==> src/rtl/csa_pipe.sv <==
// csa_pipe: pipelined carry-select adder resolving BLKS_PER_STAGE blocks per stage.
// Define CSA_PIPE_OVF_EN to add the o_ovf signed-overflow output.
module csa_pipe #(
  parameter int WIDTH          = 16,
  parameter int BLK            = 4,
  parameter int BLKS_PER_STAGE = 2
) (
  input  logic             i_clk,
  input  logic             i_rst,
  input  logic             i_valid,
  output logic             o_ready,
  input  logic [WIDTH-1:0] i_add_term1,
  input  logic [WIDTH-1:0] i_add_term2,
  input  logic             i_cin,
  output logic             o_valid,
  input  logic             i_ready,
  output logic [WIDTH-1:0] o_result,
`ifdef CSA_PIPE_OVF_EN
  output logic             o_cout,
  output logic             o_ovf
`else
  output logic             o_cout
`endif
);

  localparam int NBLK = (WIDTH + BLK - 1) / BLK;
  localparam int S    = (NBLK + BLKS_PER_STAGE - 1) / BLKS_PER_STAGE;

  // Stage inputs (st_*), combinational stage results (nx_*), stage registers (*_q)
  logic [WIDTH-1:0] st_a   [S];
  logic [WIDTH-1:0] st_b   [S];
  logic [WIDTH-1:0] st_sum [S];
  logic             st_c   [S];
  logic [WIDTH-1:0] nx_sum [S];
  logic             nx_c   [S];

  logic             v_q    [S];
  logic [WIDTH-1:0] a_q    [S];
  logic [WIDTH-1:0] b_q    [S];
  logic [WIDTH-1:0] sum_q  [S];
  logic             c_q    [S];
`ifdef CSA_PIPE_OVF_EN
  logic             st_cm  [S];
  logic             nx_cm  [S];
  logic             cm_q   [S];
`endif

  logic adv;

  assign adv = !(o_valid && !i_ready);

  always_comb begin
    logic [WIDTH-1:0] s0;
    logic [WIDTH-1:0] s1;
    logic [WIDTH-1:0] msk;
    logic             c0;
    logic             c1;
    logic             sel;
    int               blk;
    int               pos;
`ifdef CSA_PIPE_OVF_EN
    logic             m0;
    logic             m1;
    m0 = 1'b0;
    m1 = 1'b0;
`endif
    s0  = '0;
    s1  = '0;
    msk = '0;
    c0  = 1'b0;
    c1  = 1'b1;
    sel = 1'b0;
    blk = 0;
    pos = 0;

    st_a[0]   = i_add_term1;
    st_b[0]   = i_add_term2;
    st_sum[0] = '0;
    st_c[0]   = i_cin;
`ifdef CSA_PIPE_OVF_EN
    st_cm[0]  = 1'b0;
`endif
    for (int s = 1; s < S; s++) begin
      st_a[s]   = a_q[s-1];
      st_b[s]   = b_q[s-1];
      st_sum[s] = sum_q[s-1];
      st_c[s]   = c_q[s-1];
`ifdef CSA_PIPE_OVF_EN
      st_cm[s]  = cm_q[s-1];
`endif
    end

    for (int s = 0; s < S; s++) begin
      nx_sum[s] = st_sum[s];
      nx_c[s]   = st_c[s];
`ifdef CSA_PIPE_OVF_EN
      nx_cm[s]  = st_cm[s];
`endif
      for (int k = 0; k < BLKS_PER_STAGE; k++) begin
        blk = s * BLKS_PER_STAGE + k;
        if (blk < NBLK) begin
          // Block 0 ripples from the real carry-in; the others build both speculative sums.
          c0  = (blk == 0) ? nx_c[s] : 1'b0;
          c1  = 1'b1;
          s0  = '0;
          s1  = '0;
          msk = '0;
          for (int j = 0; j < BLK; j++) begin
            pos = blk * BLK + j;
            if (pos < WIDTH) begin
`ifdef CSA_PIPE_OVF_EN
              if (pos == WIDTH - 1) begin
                m0 = c0;
                m1 = c1;
              end
`endif
              msk[pos] = 1'b1;
              s0[pos]  = st_a[s][pos] ^ st_b[s][pos] ^ c0;
              s1[pos]  = st_a[s][pos] ^ st_b[s][pos] ^ c1;
              c0 = (st_a[s][pos] & st_b[s][pos]) | (c0 & (st_a[s][pos] ^ st_b[s][pos]));
              c1 = (st_a[s][pos] & st_b[s][pos]) | (c1 & (st_a[s][pos] ^ st_b[s][pos]));
            end
          end
          sel       = (blk != 0) && nx_c[s];
          nx_sum[s] = (nx_sum[s] & ~msk) | (sel ? s1 : s0);
          nx_c[s]   = sel ? c1 : c0;
`ifdef CSA_PIPE_OVF_EN
          if (blk == NBLK - 1) nx_cm[s] = sel ? m1 : m0;
`endif
        end
      end
    end
  end

  // Whole pipeline advances together; a stalled output freezes every stage.
  always_ff @(posedge i_clk) begin
    if (i_rst) begin
      for (int s = 0; s < S; s++) begin
        v_q[s]   <= 1'b0;
        a_q[s]   <= '0;
        b_q[s]   <= '0;
        sum_q[s] <= '0;
        c_q[s]   <= 1'b0;
`ifdef CSA_PIPE_OVF_EN
        cm_q[s]  <= 1'b0;
`endif
      end
    end else if (adv) begin
      v_q[0] <= i_valid;
      for (int s = 1; s < S; s++) v_q[s] <= v_q[s-1];
      for (int s = 0; s < S; s++) begin
        a_q[s]   <= st_a[s];
        b_q[s]   <= st_b[s];
        sum_q[s] <= nx_sum[s];
        c_q[s]   <= nx_c[s];
`ifdef CSA_PIPE_OVF_EN
        cm_q[s]  <= nx_cm[s];
`endif
      end
    end
  end

  // Reset forces ready high even if a stalled result is still showing.
  assign o_ready  = adv || i_rst;
  assign o_valid  = v_q[S-1];
  assign o_result = sum_q[S-1];
  assign o_cout   = c_q[S-1];
`ifdef CSA_PIPE_OVF_EN
  assign o_ovf    = cm_q[S-1] ^ c_q[S-1];
`endif

endmodule

==> config.mk <==
export PLATFORM = sky130hd
export DESIGN_NAME = csa_pipe
export DESIGN_NICKNAME = d
export VERILOG_FILES = /design/src/rtl/csa_pipe.sv
export SDC_FILE = /design/constraint.sdc
export NUM_CORES = 1
export LEC_CHECK = 0
export CAP_MARGIN = 40
export CORE_ASPECT_RATIO = 1.5
export CORE_UTILIZATION = 30
export DETAILED_ROUTE_END_ITERATION = 10
export GPL_TIMING_DRIVEN = 0
export HOLD_SLACK_MARGIN = 0.1
export MAX_ROUTING_LAYER = met4
export PLACE_DENSITY = 0.55
export SLEW_MARGIN = 10
export SYNTH_ARGS = -nofsm -noshare
export SYNTH_HDL_FRONTEND = slang
export SYNTH_SLANG_ARGS = --single-unit
export TNS_END_PERCENT = 1
==> constraint.sdc <==
create_clock -name i_clk -period 8.9 [get_ports i_clk]
set_clock_uncertainty 0.05 [all_clocks]
set_input_delay 1.335 -clock i_clk [delete_from_list [all_inputs] [get_ports i_clk]]
set_output_delay 1.335 -clock i_clk [all_outputs]
set_load 0.05 [all_outputs]
==> impl_metrics.csv <==
group,metric,value,unit
worst_setup_path,crit_start,"i_ready",
worst_setup_path,r2r-end,"sum_q[0][31]",
finish,design_area,3233,um^2
grt,grt_max_degree,30,
flow_run,max_cap_viol_count,0,
grt,track_usage,11.55,%
sta,rsz0062_at_grt,"false",
sta,fin_crit,4651,ps
worst_setup_path,cp-endpoint,"o_ready",
sta,timing.setup.tns,0,ps
clock_network,htree_levels,2,
sta,worst_pin_slew,533.4,ps
clock_network,root_buffer,"clkbuf_16",
sta,setup-violations-final,0,
finish,fill_cells,748,
route,via_per_inst,4.258,
sta,fin_crit_sh,52.25,%
clock_network,clock_latency,280,ps
route,wl_per_cell,13.60,um
yosys,syn_nets,205,
yosys,synth_edf_count,44,
worst_setup_path,crit_path_start_kind,"primary input",
yosys,yosysUniqueCellTypes,17,
floorplan,die-area,8377,um^2
clock_network,cts.clk_slew.worst_paths,60,ps
floorplan,start_util,31.16,%
worst_setup_path,rrSetupSlack,4920,ps
route,vias,1337,
floorplan,io_pins,56,
grt,antenna_found_initial,0,
pwr,cellPowerDensity,175.6,nW/um^2
finish,syn2layout_area_growth,34.58,%
finish,finalNonFillerCells,314,
clock_network,cts_setup_buffers,0,
finish,drive_above_1_share,27.83,%
clock_network,cts_buffer_depth,2,
yosys,synth_flop_cell,"edfxtp_1",
clock_network,hold_buffers,0,
route,drt_iter0_drc,59,
placement,port_buffers,54,
yosys,ys_seq_elements,44,
floorplan,dieWidth,75.07,um
worst_setup_path,rr_startpoint,"a_q[0][8]",
sta,hold_violations,0,
sta,fmax,215.0,MHz
sta,drv_slew,0,
yosys,syn_inst,149,
grt,grt.met3_usage,3.348,%
worst_setup_path,crit_chain,"clkdlybuf4s50_1 -> nor2b_4 -> buf_6 -> nand2b_2 -> clkdlybuf4s50_1",
clock_network,cts_tree,"yes",
placement,dpl_cell_area,3093,um^2
route,route.detailed.drc,0,
floorplan,die-height,111.6,um
worst_setup_path,r2r_cells,15,
yosys,synthArstFlopShare,0,%
worst_setup_path,worstPathArrival,3270,ps
run_status,status,"finished, final reports clean",
pwr,ir_worst_vdd,0.07624,mV
yosys,yosys.area.top_type,"edfxtp_1",
worst_setup_path,critical_path.max_fanout,17,
yosys,synth_common_cells,"edfxtp_1 (44), nor3b_2 (30), inv_1 (22)",
yosys,ys_seq_area_share,55.00,%
grt,grt_pass1_wl,6831,um
grt,grt_overflow,0,
yosys,yosysMostFrequentCell,"edfxtp_1",
yosys,synth_area_per_cell,16.12,um^2
placement,gp_congestion,0.7162,
worst_setup_path,path_common_cell,"clkdlybuf4s50_1",
grt,gr-usage-met2,18.32,%
worst_setup_path,crit_path_top_delay_cell,"clkdlybuf4s50_1",
finish,layout.nets,267,
floorplan,core,7710,um^2
route,totalWireLength,4269,um
placement,dp.cells,306,
placement,post-dp-hpwl,3077,um
yosys,ys_warn_count,0,
finish,n_antenna_cell,0,
worst_hold_path,min_path_type,"flip-flop to flip-flop",
worst_setup_path,path_class,"primary input to output port",
pwr,cellLeakagePower,1.256,nW
clock_network,clock_sinks,44,
sta,max_slew_margin,64.33,%
route,ant_nets,0,
yosys,synth.area.top_cells,"edfxtp_1 (55%), nor3b_2 (16%), fa_1 (11%)",
yosys,syn_area,2402,um^2
clock_network,numCtsBuffers,5,
route,first_pass_iters,4,
worst_setup_path,worstPathRequired,7520,ps
grt,grt_pass1_vias,1372,
clock_network,cts_resized,0,
grt,grt_busiest_layer,"met2",
worst_setup_path,endpoint_kind,"output port",
yosys,synth_top_area_share,55.00,%
worst_setup_path,max_stage_delay,890,ps
floorplan,num_rows,39,
grt,grtUsageMet1,13.53,%
finish,final_util,41.93,%
-- critical path: cells and delay by family --
| family | cells | cell delay (ps) |
|---|---|---|
| buf+inv | 3 | 1530 |
| simple gates | 2 | 400 |
-- where the power goes --
part	total (mW)	switching [mW]	internal, mW
combinational	0.130	0.0707	0.0592
sequential	0.259	0.00637	0.253
clock	0.178	0.0753	0.103
total	0.568	0.152	0.415
-- layout make-up --
| cell class | instances | area [um^2] | area share (%) |
|---|---|---|---|
| buffer | 10 | 83.83 | 2.593 |
| clock buffer | 6 | 128.9 | 3.986 |
| clock inverter | 2 | 11.26 | 0.3483 |
| inverter | 22 | 82.58 | 2.554 |
| multi-input combinational | 73 | 917.1 | 28.37 |
| sequential | 44 | 1321 | 40.87 |
| tap | 102 | 127.6 | 3.947 |
| timing repair buffer | 55 | 560.5 | 17.34 |
-- metal layers --
layer	vias up	share of wire, %
met5	-	0
met3	5	5.2
li1	639	-
met1	652	41
met4	0	1.7
met2	41	52
-- stage by stage --
step	hold slack (ps)	total power, mW	setup WS [ps]
3_5_place_dp	502.7	0.3958	3933
5_1_grt	534.3	0.5951	4073
6_report	510.1	0.5678	4249
4_1_cts	517.1	0.5765	4227
2_1_floorplan	487.5	0.3493	4552
3_3_place_gp	493.0	0.3938	2858
-- cells by family (layout without fill, tap and decap cells) --
group | Yosys count | in the layout | synth area share [%]
AOI/OAI and AO/OA | 2 | 2 | 0.4167
DFF | 44 | 44 | 55.00
and+or+nand+nor | 48 | 48 | 22.19
buffers and inverters | 32 | 95 | 6.927
xor gates and xnor gates | 3 | 3 | 1.094
muxes | 1 | 1 | 0.4167
adders and majority gates | 19 | 19 | 13.96
-- sequential cells by signal, indices dropped and copies added, names as in the netlist --
name	cells
a_q	8
sum_q	24
c_q	2
v_q	2
b_q	8
-- placed cells by master (no fill, tap or decap), drive strengths merged, types with 2 or more instances in the layout --
cell and n:
clkdlybuf4s50 54, edfxtp 44, nor3b 34, inv 22, fa 13, buf 11, nor3 10, ha 6
clkbuf 6, nor2 2, a21oi 2, xnor2 2
-- how the worst min path moves through the flow --
stage	start	end	slack (ps)	depth (start not counted)
2_1_floorplan	sum_q[0][0]	sum_q[0][16]	490	1
3_3_place_gp	sum_q[0][2]	sum_q[0][18]	490	1
3_5_place_dp	sum_q[0][5]	sum_q[0][21]	500	1
4_1_cts	sum_q[0][2]	sum_q[0][18]	520	1
5_1_grt	sum_q[0][2]	sum_q[0][18]	530	1
6_report	sum_q[0][2]	sum_q[0][18]	510	1
Power figures use the tool's default switching activity.
==> patch 1 (same flow settings) <==
Build with the macro `CSA_PIPE_OVF_EN` defined.
--- a/src/rtl/csa_pipe.sv
+++ b/src/rtl/csa_pipe.sv
@@ -1,5 +1,7 @@
 // csa_pipe: pipelined carry-select adder resolving BLKS_PER_STAGE blocks per stage.
 // Define CSA_PIPE_OVF_EN to add the o_ovf signed-overflow output.
+`define CSA_PIPE_OVF_EN
+
 module csa_pipe #(
   parameter int WIDTH          = 16,
   parameter int BLK            = 4,
Function (old outputs only; new: o_ovf): kept (equiv_simple and equiv_induct, registers matched by name and starting in step).
==> patch 1 against the unedited design <==
Final area increased by 2.0%; area after synthesis grew 2.2%; setup slack lost 0.054 ns; sequential cell count is 1 higher; sequential share of layout area rose by 0.12 points; routed wire length down 4.9%; power up 1.1%; count of clock-buffer cells in the layout is 1 lower.
==> patch 1: results <==
[status]
outcome = finished clean

[synth]
synth-seq-area-share_pct = 55.0
yosys_warnings = 0
syn-num-nets = 209
yosysTopAreaCellShare_pct = 55.0
synth_common_cells = edfxtp_1, nor3b_2, inv_1
synthTopCellsByArea = edfxtp_1, nor3b_2, fa_1
synth_cell_types = 16
postSynthAreaPerCell_um2 = 16.0
synth-edff-count = 45

[detailed_routing]
met2_length_mm = 2.25
wire_per_inst_um = 12.6
via_per_inst = 4.09
wl_mm = 4.06
routed-wl-met3_um = 144
drtIter0Drc = 49
wl_met1_mm = 1.53

[power]
powerClk_uw = 176
peakVddDrop_mv = 0.0725
pg_seq_uw = 265
p_clk_share_pct = 30.6
power_switching_uw = 153
power.leakage_uw = 0.00130

[sta]
hold_ws_ns = 0.521
timing.fmax_mhz = 213
slew_headroom_pct = 66.2

[hold_path]
holdPathEnd = sum_q[0][17]
hp-start = sum_q[0][1]

[global_route]
met2_usage_pct = 19.1
grt_pass1_wl_mm = 7.01
grt_max_degree = 33
met3_usage_pct = 3.03
grt_pass1_vias = 1450
grt_util_all_layers_pct = 11.8
grtUsageMet1_pct = 13.0

[placement]
io_buffers = 55
place_ws_ns = 3.89
dpl_cell_area_um2 = 3160
dpl.cell_count = 314
gp_congestion = 0.704

[worst_setup_path]
timing.critical_path.from = i_add_term1[0]
slowest_stage = fa_1
cp-start-kind = input port
crit_family = adder cells
cp.arrival_ns = 4.80
ff2ff_setup_slack_ns = 4.97
reg2reg_from = b_q[0][8]
endpoint = sum_q[0][7]
max_stage_delay_ns = 0.44

[clocking]
cts_buffer_depth = 2

[finish]
nets = 272
drive_above_1_share_pct = 27.2
==> patch 1: final cells by class <==
| class | count | area [µm²] |
|---|---|---|
| fillers | 717 | 4660 |
| flip-flops and latches | 45 | 1350 |
| multi-input cells | 74 | 935 |
| repair buffers | 56 | 571 |
| well taps | 105 | 131 |
| clock buffers | 5 | 125 |
| inverters | 24 | 90.1 |
| plain buffers | 10 | 81.3 |
| clock inverters | 3 | 12.5 |
==> patch 1: logic make-up (layout without fill, tap and decap cells) <==
| group | after synthesis | after routing | synth area share [%] |
|---|---|---|---|
| xor gates and xnor gates | 4 | 4 | 1.43 |
| muxes | 2 | 2 | 0.816 |
| adders and majority gates | 19 | 19 | 13.7 |
| DFF | 45 | 45 | 55.0 |
| AOI/OAI and AO/OA | 1 | 1 | 0.204 |
| buffers and inverters | 34 | 98 | 6.98 |
| and+or+nand+nor | 48 | 48 | 21.9 |
==> patch 2 (same settings) <==
Made on the original files. Change the parameter `BLKS_PER_STAGE` from 2 to 1.
--- a/src/rtl/csa_pipe.sv
+++ b/src/rtl/csa_pipe.sv
@@ -3,7 +3,7 @@
 module csa_pipe #(
   parameter int WIDTH          = 16,
   parameter int BLK            = 4,
-  parameter int BLKS_PER_STAGE = 2
+  parameter int BLKS_PER_STAGE = 1
 ) (
   input  logic             i_clk,
   input  logic             i_rst,
Function: changed (Yosys sat finds a counterexample within 4 cycles, from zero or initial values).
==> patch 2 against the unedited design <==
Sequential share of layout area rose by 12 points; setup slack got worse by 0.21 ns; sequential cell count rose by 52; combinational power fell by 22%; count of clock-buffer cells in the layout rose by 4; routed wire length rose by 85%; area after synthesis rose by 81%; final cell count rose by 68%; die area rose by 79%; power rose by 79%; final area rose by 69%; sequential power rose by 110%; register-to-register slack improved by 1.3 ns; critical endpoint unchanged; largest cell class unchanged; largest power group unchanged.
==> patch 2: results <==
[placement]
dpl.cell_count = 513
dpl_cell_area_um2 = 5170
gp_congestion = 0.713
dp_hpwl_mm = 5.36

[power]
power_switching_uw = 221
power.leakage_uw = 0.00205
p_comb_share_pct = 10.1
pwr-share-seq_pct = 52.7
p_int_uw = 795
peakVddDrop_mv = 0.0789

[worst_setup_path]
max_stage_delay_ns = 0.91
crit_family = buffers and inverters
crit_fanout = 39
r2r_cells = 7
ff2ff_setup_slack_ns = 6.20
endpoint = o_ready
reg2reg_from = a_q[0][44]
reg2reg_to = sum_q[3][15]

[finish]
reg_top3 = sum_q: 40 flops, a_q: 24 flops, b_q: 24 flops
final.fill_count = 1373
drive_above_1_share_pct = 18.4
area.growth.synth_to_final_pct = 25.4
nets = 388
diodes = 0
finalNonFillerCells = 529

[synth]
synth-seq-area-share_pct = 66.3
synth_common_cells = edfxtp_1, nor3b_1, inv_1
syn-num-nets = 322
yosys_warnings = 0
synthTopCellsByArea = edfxtp_1, nor3b_1, fa_1
synth-edff-count = 96
syn_inst = 266
synth_cell_types = 19

[detailed_routing]
wl_mm = 7.89
via_per_inst = 4.30
met2_length_mm = 4.27
wl_met1_mm = 3.19
drtIter0Drc = 134
routed-wl-met3_um = 281

[global_route]
grt_pass1_vias = 2370
grt_pass1_wl_mm = 12.7
grt_max_degree = 60
grt_util_all_layers_pct = 12.0

[clocking]
numCtsBuffers = 9
clock-root-buffer = clkbuf_16
htree_levels = 3
clock_latency_ns = 0.35

[hold_path]
hp-start = b_q[0][14]
holdPathEnd = b_q[0][30]

[sta]
setup_ws_ns = 4.04
tightest_slew_ns = 0.601
hold_ws_ns = 0.516

[status]
outcome = finished clean
patch 2: cell count changes after synthesis, sizes merged, moves of 6 or more:
cell / unedited run / this run
edfxtp: 44 / 96
nor3b: 34 / 85
buf: 10 / 16
clkbuf: 0 / 6
patch 2: final cells by class:
cell class / instances / area share [%]
clock buffer: 10 / 4.20
buffer: 22 / 2.59
sequential: 96 / 52.8
clock inverter: 6 / 1.10
tap: 192 / 4.40
multi-input combinational: 126 / 22.9
timing repair buffer: 55 / 10.4
inverter: 22 / 1.51
patch 2: routing by layer:
metal,vias up,global-route usage [%]
met4,0,5.00
met1,1132,13.7
met2,40,20.0
met5,-,-
li1,1094,-
met3,7,2.94
patch 2: cell families (layout without fill, tap and decap cells):
family / Yosys count / after routing / share of synthesized area, %
AND/OR/NAND/NOR: 101 / 101 / 19.9
AO/OA/AOI/OAI: 3 / 3 / 0.345
adder cells (fa/ha/maj): 19 / 19 / 7.71
flip-flops: 96 / 96 / 66.3
buffers and inverters: 44 / 115 / 5.15
XOR/XNOR: 3 / 3 / 0.604
